--- config.mk ---
export PLATFORM = sky130hd
export DESIGN_NAME = amem_readout_seq_flat
export DESIGN_NICKNAME = d
export VERILOG_FILES = /design/src/rtl/amem_readout_seq_if.sv /design/src/rtl/amem_readout_seq.sv /design/src/flat_wrapper.sv
export SDC_FILE = /design/constraint.sdc
export NUM_CORES = 1
export LEC_CHECK = 0
export ABC_AREA = 1
export CORE_MARGIN = 1.5
export CORE_UTILIZATION = 50
export DETAILED_ROUTE_END_ITERATION = 10
export GPL_TIMING_DRIVEN = 0
export PLACE_DENSITY = 0.67
export SETUP_SLACK_MARGIN = 0.2
export SLEW_MARGIN = 15
export SYNTH_ARGS = -nofsm -noshare
export SYNTH_HDL_FRONTEND = slang
export SYNTH_SLANG_ARGS = --single-unit
--- constraint.sdc ---
create_clock -name clk -period 11.9 [get_ports clk]
set_input_delay 2.38 -clock clk [delete_from_list [all_inputs] [get_ports clk]]
set_output_delay 2.38 -clock clk [all_outputs]
set_load 0.02 [all_outputs]
--- src/rtl/amem_readout_seq_if.sv ---
// Handshake and data bundle between the APP analog-memory readout
// sequencer and its surrounding measurement / readout logic.
interface amem_readout_seq_if #(
  parameter int TS_WIDTH = 64
);
  logic                tot;
  logic [7:0]          metadata;
  logic                circular_en;
  logic                read_next;
  logic                adc_ready;
  logic                adc_done;
  logic                reset_pingpong;
  logic                read_en;
  logic [2:0]          event_mux;
  logic [TS_WIDTH-1:0] ts_out;
  logic [7:0]          meta_out;
  logic                out_valid;
  logic                amem_empty;
  logic                amem_full;
  logic [7:0]          lost_count;

  modport master (
    output tot, metadata, circular_en,
    output read_next, adc_ready, adc_done,
    input  reset_pingpong, read_en, event_mux,
    input  ts_out, meta_out, out_valid,
    input  amem_empty, amem_full, lost_count
  );

  modport slave (
    input  tot, metadata, circular_en,
    input  read_next, adc_ready, adc_done,
    output reset_pingpong, read_en, event_mux,
    output ts_out, meta_out, out_valid,
    output amem_empty, amem_full, lost_count
  );
endinterface

--- src/rtl/amem_readout_seq.sv ---
// Readout sequencer for the 8-column APP analog memory: TOT edges
// fill an 8-entry timestamp FIFO, read_next drains it column by column.
module amem_readout_seq #(
  parameter int TS_WIDTH      = 64,
  parameter int SETTLE_CYCLES = 2
) (
  input logic clk,
  input logic resetb_full,
  amem_readout_seq_if.slave bus
);

  typedef enum logic [2:0] {
    IDLE,
    SETTLE,
    WAIT_ADC,
    CONVERT,
    DONE
  } state_t;

  typedef struct packed {
    logic [TS_WIDTH-1:0] ts;
    logic [7:0]          meta;
  } entry_t;

  localparam logic [3:0] SETTLE_LD = 4'(SETTLE_CYCLES - 1);

  logic [TS_WIDTH-1:0] ts_q;
  logic [7:0]          meta_q;
  logic                sync1;
  logic                sync2;
  logic                tot_prev;
  entry_t              mem [8];
  logic [2:0]          wr_ptr;
  logic [2:0]          rd_ptr;
  logic [3:0]          count;
  logic [3:0]          settle_cnt;
  state_t              state;

  logic tot_ev;
  logic full;
  logic do_pop;
  logic ovwr;
  logic do_wr;
  logic drop;
  logic inc;

  // A pop in the same cycle frees a slot, so a full FIFO still accepts.
  always_comb begin
    tot_ev = ~sync2 & tot_prev;
    full   = (count == 4'd8);
    do_pop = (state == CONVERT) & bus.adc_done;
    ovwr   = tot_ev & full & ~do_pop
           & bus.circular_en & (state == IDLE);
    do_wr  = tot_ev & (~full | do_pop | ovwr);
    drop   = tot_ev & ~do_wr;
    inc    = do_wr & ~ovwr;
  end

  always_ff @(posedge clk) begin
    if (!resetb_full) begin
      ts_q               <= '0;
      meta_q             <= '0;
      sync1              <= 1'b1;
      sync2              <= 1'b1;
      tot_prev           <= 1'b1;
      wr_ptr             <= '0;
      rd_ptr             <= '0;
      count              <= '0;
      bus.lost_count     <= '0;
      bus.reset_pingpong <= 1'b0;
      bus.amem_empty     <= 1'b1;
      bus.amem_full      <= 1'b0;
    end else begin
      ts_q               <= ts_q + 1'b1;
      meta_q             <= bus.metadata;
      sync1              <= bus.tot;
      sync2              <= sync1;
      tot_prev           <= sync2;
      bus.reset_pingpong <= tot_ev;
      bus.amem_empty     <= (count == 4'd0);
      bus.amem_full      <= (count == 4'd8);
      if (do_wr)
        wr_ptr <= wr_ptr + 3'd1;
      if (do_pop || ovwr)
        rd_ptr <= rd_ptr + 3'd1;
      unique case (1'b1)
        (inc && !do_pop): count <= count + 4'd1;
        (do_pop && !inc): count <= count - 4'd1;
        default: ;
      endcase
      if (drop && bus.lost_count != 8'hFF)
        bus.lost_count <= bus.lost_count + 8'd1;
    end
  end

  always_ff @(posedge clk) begin
    if (do_wr)
      mem[wr_ptr] <= '{ts: ts_q, meta: meta_q};
  end

  always_ff @(posedge clk) begin
    if (!resetb_full) begin
      state         <= IDLE;
      settle_cnt    <= '0;
      bus.read_en   <= 1'b0;
      bus.out_valid <= 1'b0;
      bus.event_mux <= '0;
      bus.ts_out    <= '0;
      bus.meta_out  <= '0;
    end else begin
      bus.out_valid <= 1'b0;
      unique case (state)
        IDLE: begin
          bus.read_en <= 1'b0;
          if (bus.read_next && count != 4'd0) begin
            bus.event_mux <= rd_ptr;
            settle_cnt    <= SETTLE_LD;
            state         <= SETTLE;
          end
        end
        SETTLE: begin
          if (settle_cnt == 4'd0)
            state <= WAIT_ADC;
          else
            settle_cnt <= settle_cnt - 4'd1;
        end
        WAIT_ADC: begin
          if (bus.adc_ready) begin
            bus.read_en <= 1'b1;
            state       <= CONVERT;
          end
        end
        CONVERT: begin
          if (bus.adc_done) begin
            bus.read_en   <= 1'b0;
            bus.out_valid <= 1'b1;
            bus.ts_out    <= mem[rd_ptr].ts;
            bus.meta_out  <= mem[rd_ptr].meta;
            state         <= DONE;
          end
        end
        DONE: begin
          bus.read_en <= 1'b0;
          state       <= IDLE;
        end
        default: state <= IDLE;
      endcase
    end
  end

endmodule

--- src/flat_wrapper.sv ---
// flat-port wrapper written by rule: the top's interface ports become plain ports
module amem_readout_seq_flat 
#(
  parameter int TS_WIDTH      = 64,
  parameter int SETTLE_CYCLES = 2
)
  (clk, resetb_full, bus_tot, bus_metadata, bus_circular_en, bus_read_next, bus_adc_ready, bus_adc_done, bus_reset_pingpong, bus_read_en, bus_event_mux, bus_ts_out, bus_meta_out, bus_out_valid, bus_amem_empty, bus_amem_full, bus_lost_count);
  amem_readout_seq_if #(.TS_WIDTH(TS_WIDTH)) bus_i ();
  input logic clk;
  input logic resetb_full;
  input wire logic [$bits(bus_i.tot)-1:0] bus_tot;
  input wire logic [$bits(bus_i.metadata)-1:0] bus_metadata;
  input wire logic [$bits(bus_i.circular_en)-1:0] bus_circular_en;
  input wire logic [$bits(bus_i.read_next)-1:0] bus_read_next;
  input wire logic [$bits(bus_i.adc_ready)-1:0] bus_adc_ready;
  input wire logic [$bits(bus_i.adc_done)-1:0] bus_adc_done;
  output wire logic [$bits(bus_i.reset_pingpong)-1:0] bus_reset_pingpong;
  output wire logic [$bits(bus_i.read_en)-1:0] bus_read_en;
  output wire logic [$bits(bus_i.event_mux)-1:0] bus_event_mux;
  output wire logic [$bits(bus_i.ts_out)-1:0] bus_ts_out;
  output wire logic [$bits(bus_i.meta_out)-1:0] bus_meta_out;
  output wire logic [$bits(bus_i.out_valid)-1:0] bus_out_valid;
  output wire logic [$bits(bus_i.amem_empty)-1:0] bus_amem_empty;
  output wire logic [$bits(bus_i.amem_full)-1:0] bus_amem_full;
  output wire logic [$bits(bus_i.lost_count)-1:0] bus_lost_count;
  assign bus_i.tot = bus_tot;
  assign bus_i.metadata = bus_metadata;
  assign bus_i.circular_en = bus_circular_en;
  assign bus_i.read_next = bus_read_next;
  assign bus_i.adc_ready = bus_adc_ready;
  assign bus_i.adc_done = bus_adc_done;
  assign bus_reset_pingpong = bus_i.reset_pingpong;
  assign bus_read_en = bus_i.read_en;
  assign bus_event_mux = bus_i.event_mux;
  assign bus_ts_out = bus_i.ts_out;
  assign bus_meta_out = bus_i.meta_out;
  assign bus_out_valid = bus_i.out_valid;
  assign bus_amem_empty = bus_i.amem_empty;
  assign bus_amem_full = bus_i.amem_full;
  assign bus_lost_count = bus_i.lost_count;
  amem_readout_seq #(.TS_WIDTH(TS_WIDTH), .SETTLE_CYCLES(SETTLE_CYCLES)) u_core (.clk(clk), .resetb_full(resetb_full), .bus(bus_i));
endmodule
* Yosys cells after proc, flatten, opt, wreduce, memory -nomap -nowiden
Memory sizes are Yosys's and may differ from the RTL's. A register that Yosys moved wholly into a read port is not among the register bits.
Cells that the tools add are included.
** Operators by class
- $add $sub $neg :: 7
- Multipliers :: 0
- Divide/modulo/power cells :: 0
- Magnitude comparators :: 0
- Equality and inequality tests :: 11
- Shifts and indexed selects :: 0
- Mux-type cells :: 15
- Bitwise operators :: 16
- Reduce and logical (&&, ||, !) cells :: 22
** Operators with widths (count)
- 64-bit by 1-bit adder with 64-bit output, second input constant :: 1
- 4-bit one-hot mux with 2 select lines :: 2
- 3-bit 2-to-1 mux :: 4
- 3-bit one-hot mux with 4 select lines :: 1
- 1-bit AND :: 9
- 8-bit by 1-bit adder with 8-bit output, second input constant :: 1
- 4-bit zero test :: 2
- 4-bit 2-to-1 mux :: 2
- 2-bit != test, second input constant :: 4
- 8-bit != test, second input constant :: 1
- 4-bit by 1-bit subtractor with 4-bit output, second input constant :: 2
- 3-bit by 1-bit adder with 3-bit output, second input constant :: 2
- 3-bit by 2-bit == test with 1-bit output, second input constant :: 2
- 2-bit AND reduction :: 3
- 3-bit AND reduction :: 2
- 1-bit 2-to-1 mux :: 5
- 1-bit inverter :: 5
- 4-bit by 1-bit adder with 4-bit output, second input constant :: 1
- 4-bit == test, second input constant :: 1
- 1-bit logical AND :: 4
- 4-bit AND reduction :: 1
- 2-bit nonzero test :: 2
- 4-bit nonzero test :: 1
- 3-bit by 1-bit == test with 1-bit output, second input constant :: 1
- 9 further kinds :: 12
** Storage, ports and cells
- Flip-flop bits (word level) :: 108
- Bits in latches :: 0
- Bits in writable memories :: 576
- ROM bits :: 0
- Input port bits :: 15
- Output and inout port bits :: 88
- Logic and storage cells :: 89
- Memories :: 1
** Memory list
- u_core.mem :: depth 8, width 72, read ports 1, clocked after Yosys merged registers in 1, write ports 1, RTL line amem_readout_seq.sv:32 : entry_t mem [8];

* Logic depth before layout (Yosys ltp)
Gate-level depths: netlist (run 1).
- Depth in word-level cells :: 12
- Gate-level depth with buffers :: 15

* Least setup slack after synthesis (run 1)
Ideal clock, no wire load.
- Kind :: input-to-reg
- Start point :: input port bus_adc_done
- End point :: memory u_core.mem[0][0] (netlist bit) (enable)
- Arrival :: 6.097 ns
- Required time :: 11.397 ns
- Setup slack :: 5.301 ns
- Stages on the path :: 6
- Buffers on the path :: 0
- Cell sequence :: nand4_1 -> nand2_1 -> o21ai_0 -> inv_1 -> nand2_1 -> nor2_1
** Between the ends
- Word-level cells in the longest chain between the ends :: 9
** Ends and longest elaborated chain
- start: declaration :: RTL line flat_wrapper.sv:16 : input wire logic [$bits(bus_i.adc_done)-1:0] bus_adc_done;
- 1-bit AND * :: RTL line amem_readout_seq.sv:51 : do_pop = (state == CONVERT) & bus.adc_done;
- 1-bit inverter :: RTL line amem_readout_seq.sv:52 : ovwr = tot_ev & full & ~do_pop
- 1-bit AND :: RTL line amem_readout_seq.sv:52
- 1-bit AND (2 in a row) :: RTL line amem_readout_seq.sv:53 : & bus.circular_en & (state == IDLE);
- 1-bit bitwise OR * :: RTL line amem_readout_seq.sv:54 : do_wr = tot_ev & (~full | do_pop | ovwr);
- 1-bit AND * :: RTL line amem_readout_seq.sv:54
- 1-bit 2-to-1 mux * :: RTL line amem_readout_seq.sv:97 : if (do_wr)
- 1-bit 2-to-1 mux (not written as such) * :: RTL line amem_readout_seq.sv:98 : mem[wr_ptr] <= '{ts: ts_q, meta: meta_q};
- end: declaration :: RTL line amem_readout_seq.sv:32
Mark *: on every way between the ends. The rest lies on a longest branch, timed or not.

* Worst setup path after layout (run 1)
- Start point :: input port bus_adc_done
- End point :: memory u_core.mem[7][56] (netlist bit) (enable)
The elaborated chain is that of the path after synthesis.

==> impl_metrics.json, run 1 <==
{
  "place_area_um2": 32500,
  "async_flop_share_pct": 0,
  "track_usage_pct": 27.4,
  "place_inst": 3588,
  "crit_fanout": 19,
  "die_area_um2": 61200,
  "final_cell_count_no_fill": 3731,
  "ioPinCount": 103,
  "path_buf_inv": 4,
  "finalCritPeriodShare_pct": 42.1,
  "die_h_um": 247,
  "required_ns": 12.20,
  "p_sw_share_pct": 22.4,
  "ctsResizeCount": 0,
  "ant_nets": 0,
  "hpwl_um": 55400,
  "totalNegativeSetupSlack_ns": 0,
  "max_freq_mhz": 200,
  "slowest_delay_ns": 0.72,
  "mostFrequentLayoutCells": "576 x edfxtp_1, 546 x nor2_1, 395 x o21ai_0, 257 x nand2_1, 180 x dfxtp_1",
  "cts_buffers": 77,
  "gp_congestion": 0.884,
  "syn2layout_area_growth_pct": 17.1,
  "fillers": 4751,
  "cts_setup_buffers": 0,
  "setup_viol": 0,
  "hold_viol_final": 0,
  "viasPerCell": 5.79,
  "mostFrequentLayoutCell": "edfxtp_1",
  "combinationalPowerShare_pct": 6.2,
  "synth_top_cell_by_area": "edfxtp_1",
  "clk_latency_ns": 0.63,
  "grt_max_degree": 27,
  "internal_power_mw": 4.32,
  "end_kind": "register",
  "wl_um": 83100,
  "leakagePower_nw": 11.5,
  "syn-num-nets": 2712,
  "drt_pass1_iterations": 6,
  "synth_seq_cells": 756,
  "netlist_top_cells_area": "edfxtp_1 58%, dfxtp_1 12%, nor2_1 7.0%, o21ai_0 6.6%, nand2_1 3.2%",
  "cpMaxStageDelayCell": "nor2_4",
  "status": "completed",
  "ys.flop_type": "edfxtp_1",
  "cp-start-kind": "input port",
  "holdBufCountCts": 0,
  "fin_util_pct": 59.2,
  "worstSetupPathType": "input port to register",
  "rows": 89,
  "syn_area_um2": 29800,
  "worst_pin_slew_ns": 1.23,
  "hold_ws_ns": 0.416,
  "path_delay_family": "simple AND/OR/NAND/NOR gates",
  "crit_arrival_ns": 5.31,
  "htree_levels": 3,
  "clock_path_buffers": 3,
  "grt_overflow": 0,
  "core_um2": 59000,
  "p_per_area_nw_per_um2": 159,
  "start_util_pct": 50.6,
  "avgSynthCellArea_um2": 11.1,
  "clk_pin_slew_ns": 0.06,
  "rsz0062_at_grt": "false",
  "clockPowerShare_pct": 42.2,
  "ys_types": 30,
  "cap_violations": 0,
  "cts_tree": "done",
  "grt_pass1_vias": 21000,
  "synth-edff-count": 576,
  "peakVddDrop_mv": 0.107,
  "grt_pass1_wl_um": 125000,
  "cts_sinks": 756,
  "relSlewSlack_pct": 17.9,
  "path_cells": "clkdlybuf4s50_1 -> nand4_1 -> nand2_1 -> o21ai_0 -> inv_1 -> nand2_1 -> nor2_4 -> buf_12 -> buf_12",
  "p_sw_mw": 1.24,
  "yosysSeqAreaShare_pct": 70.0,
  "drcViolationCount": 0,
  "dr.first_iter.drc_count": 2341,
  "final_cell_area_um2": 35000,
  "hold_path_class": "register to register",
  "synthCells": 2688,
  "cts_root_buf": "clkbuf_16",
  "yosysTopAreaCellShare_pct": 58.0,
  "antenna_found_initial": 1,
  "p_seq_share_pct": 51.6,
  "nNetsFinal": 2918,
  "yosysWarnings": 0,
  "die_w_um": 247,
  "skew_ns": 0.0218,
  "min_period_ns": 5.01,
  "vias": 21598,
  "final_layout_size_suffix_gt1_share_pct": 6.90,
  "antennaDiodeCount": 0,
  "wl_per_cell_um": 22.3,
  "slew_violations": 0,
  "portBuffers": 101
}
-- final cells by class --
class	instances	area, um2	area share, %
buffer	147	704	2.02
clock buffer	117	2290	6.56
clock inverter	26	183	0.523
inverter	100	375	1.07
multi-input combinational	1685	7930	22.7
sequential	756	20900	59.8
tap	773	967	2.77
timing repair buffer	127	1610	4.60
-- metrics by stage --
stage	worst slack [ns]	total power, mW
after floorplan	5.30	3.13
after global placement	1.33	3.25
after detailed placement	6.34	3.27
after CTS	6.98	5.58
after global routing	6.80	5.73
final	6.89	5.56
-- power by group through the flow --
stage | combinational [mW] | clock, mW | sequential, mW
2_1_floorplan | 0.190 | 0 | 2.94
3_3_place_gp | 0.325 | 0 | 2.93
3_5_place_dp | 0.340 | 0 | 2.93
4_1_cts | 0.342 | 2.37 | 2.87
5_1_grt | 0.376 | 2.48 | 2.87
6_report | 0.344 | 2.35 | 2.87
-- kinds of logic (layout without fill, tap and decap cells) --
kind of cell               count (synthesis)  after routing  share of synthesized area, %
xor gates and xnor gates                  15             15                         0.440
AOI/OAI and AO/OA                        756            756                          13.6
and+or+nand+nor                          905            905                          11.9
buffers and inverters                    247            517                          3.61
adders and majority gates                  9              9                         0.377
DFF                                      756            756                          70.0
-- final timing paths --
path / start / slack, ns / to / depth (start not counted)
setup / recovery: bus_adc_done / 6.89 / u_core.mem[7][56] / 9
hold / removal: u_core.sync1 / 0.42 / u_core.sync2 / 1
setup reg to reg: u_core.state[0] / 8.69 / u_core.mem[7][56] / 9
hold reg to reg: u_core.sync1 / 0.42 / u_core.sync2 / 1
-- synth_stat cells (all sizes together) (3+ instances only) --
cell / number
a21oi: 140
and2: 3
buf: 43
clkbuf: 104
dfxtp: 180
edfxtp: 576
ha: 9
inv: 99
nand2: 258
nand3: 48
nand4: 17
nor2: 559
nor3: 9
o211ai: 73
o21ai: 467
o22ai: 74
or2: 11
xnor2: 6
xor2: 9
-- layer usage --
layer	GRT usage (%)	vias up	part of all wire [%]
li1	-	9958	-
met1	37.0	10624	41
met2	44.6	881	48
met3	4.83	135	7.8
met4	9.95	0	3.1
met5	0	-	0
-- flip-flops by register name, summed over array words and instances (netlist names), 3 cells and up --
signal,count
u_core.meta_q,8
u_core.mem,576
u_core.bus.lost_count,8
u_core.wr_ptr,3
u_core.settle_cnt,4
u_core.bus.meta_out,8
u_core.count,4
u_core.bus.ts_out,64
u_core.rd_ptr,3
u_core.ts_q,64
u_core.bus.event_mux,3
u_core.state,3
Power figures use the tool's default switching activity.
==> run 2: changes to the inputs <==
==> constraint.sdc (replaced) <==
create_clock -name clk -period 5.05 [get_ports clk]
set_input_delay 1.01 -clock clk [delete_from_list [all_inputs] [get_ports clk]]
set_output_delay 1.01 -clock clk [all_outputs]
set_load 0.02 [all_outputs]
==> impl_metrics.json, run 2 (synthesis results as in run 1) <==
{
  "die_w_um": 247,
  "grt_pass1_vias": 21082,
  "hpwl_um": 54900,
  "top_regs": "u_core.mem (576), u_core.bus.ts_out (64), u_core.ts_q (64)",
  "path_cells": "clkdlybuf4s50_1 -> nand4_1 -> nand2_1 -> o21ai_0 -> inv_1 -> nand2_1 -> nor2_4 -> buf_12 -> buf_16",
  "finalCritPeriodShare_pct": 70.4,
  "cp-start-kind": "input port",
  "path_delay_family": "simple AND/OR/NAND/NOR gates",
  "nNetsFinal": 2917,
  "viasPerCell": 5.80,
  "p_sw_share_pct": 22.9,
  "setup_viol": 0,
  "slowest_delay_ns": 0.73,
  "combinationalPowerShare_pct": 6.1,
  "ioPinCount": 103,
  "seq_area_um2": 20900,
  "leakagePower_nw": 11.5,
  "drt_pass1_iterations": 6,
  "required_ns": 5.37,
  "final_cell_area_um2": 35000,
  "p_seq_share_pct": 51.1,
  "worstSetupPathType": "input port to register",
  "mostFrequentLayoutCells": "576 x edfxtp_1, 546 x nor2_1, 395 x o21ai_0, 257 x nand2_1, 180 x dfxtp_1",
  "clockPowerShare_pct": 42.8,
  "peakVddDrop_mv": 0.231,
  "clk_pin_slew_ns": 0.06,
  "holdBufCountCts": 0,
  "largest_register_ff_count": 576,
  "ctsResizeCount": 0,
  "fillers": 4723,
  "top_register": "u_core.mem",
  "rsz0062_at_grt": "false",
  "skew_ns": 0.0245,
  "htree_levels": 3,
  "clock_path_buffers": 3,
  "p_per_area_nw_per_um2": 378,
  "cap_violations": 0,
  "min_period_ns": 3.55,
  "multi_input_area_um2": 7930,
  "die_h_um": 247,
  "end_kind": "register",
  "place_inst": 3588,
  "grt_overflow": 0,
  "mostFrequentLayoutCell": "edfxtp_1",
  "grt_max_degree": 27,
  "syn2layout_area_growth_pct": 17.2,
  "worst_pin_slew_ns": 1.16,
  "rows": 89,
  "totalNegativeSetupSlack_ns": 0,
  "cts_root_buf": "clkbuf_16",
  "clk_latency_ns": 0.63,
  "status": "completed",
  "portBuffers": 101,
  "p_sw_mw": 3.03,
  "core_um2": 59000,
  "crit_top_cell": "nand2_1",
  "cts_setup_buffers": 0,
  "hold_viol_final": 0,
  "cpMaxStageDelayCell": "nor2_4",
  "antenna_found_initial": 0,
  "grt_pass1_wl_um": 125000,
  "crit_arrival_ns": 3.87,
  "internal_power_mw": 10.2,
  "fin_util_pct": 59.3,
  "place_area_um2": 32500,
  "dpl_worst_slack_ns": 0.910,
  "cts_buffers": 76,
  "final_cell_count_no_fill": 3735,
  "dr.first_iter.drc_count": 2304,
  "max_freq_mhz": 281,
  "slew_violations": 0,
  "ant_nets": 0,
  "drcViolationCount": 0,
  "crit_fanout": 20,
  "vias": 21661,
  "hold_path_class": "register to register",
  "final_layout_size_suffix_gt1_share_pct": 7.20,
  "cts_sinks": 756,
  "relSlewSlack_pct": 22.6,
  "gp_congestion": 0.898,
  "start_util_pct": 50.6,
  "track_usage_pct": 27.4,
  "worst_slack_ns": 1.50,
  "path_buf_inv": 4,
  "wl_um": 83200,
  "die_area_um2": 61200,
  "cts_tree": "done",
  "wl_per_cell_um": 22.3
}
==> run 2: metal layers <==
| layer | part of all wire, % | GRT usage (%) |
|---|---|---|
| met1 | 42 | 37.7 |
| met2 | 47 | 43.9 |
| met3 | 7.8 | 4.07 |
| met4 | 3.4 | 11.0 |
| met5 | 0 | 0 |
==> run 2: final timing paths <==
kind / startpoint / cells after the start / slack [ns] / to
worst max-delay path: bus_adc_done / 9 / 1.50 / u_core.mem[5][55]
worst min-delay path: u_core.sync2 / 2 / 0.44 / u_core.tot_prev
worst max register to register: u_core.state[0] / 9 / 1.91 / u_core.mem[5][55]
worst min register to register: u_core.sync2 / 2 / 0.44 / u_core.tot_prev
==> run 2: area by class of cell <==
class | instances | share of cell area, %
buffer | 147 | 2.01
multi-input combinational | 1685 | 22.7
clock inverter | 35 | 0.898
clock buffer | 107 | 6.27
antenna | 5 | 0.0358
timing repair buffer | 127 | 4.53
tap | 773 | 2.77
inverter | 100 | 1.07
sequential | 756 | 59.8
==> run 2: power by group through the flow <==
stage               clock network (mW)  registers, mW  logic [mW]
finish                            5.66           6.76       0.812
global route                      5.94           6.77       0.893
CTS                               5.70           6.76       0.805
detailed placement                   0           6.89       0.800
global placement                     0           6.89       0.766
floorplan                            0           6.93       0.448
==> run 2: metrics by stage <==
step | hold WS (ns) | total power [mW]
2_1_floorplan | 0.392 | 7.37
3_3_place_gp | 0.395 | 7.66
3_5_place_dp | 0.429 | 7.69
4_1_cts | 0.445 | 13.3
5_1_grt | 0.463 | 13.6
6_report | 0.441 | 13.2
==> run 2: worst register-to-register path, cell delays in order (launching register included) <==
cell	delay (ns)
dfxtp_1	0.36
nor2_1	0.25
nand2_1	0.14
nor2_1	0.11
o21ai_0	0.27
inv_1	0.22
nand2_1	0.26
nor2_4	0.73
buf_12	0.27
buf_16	0.21
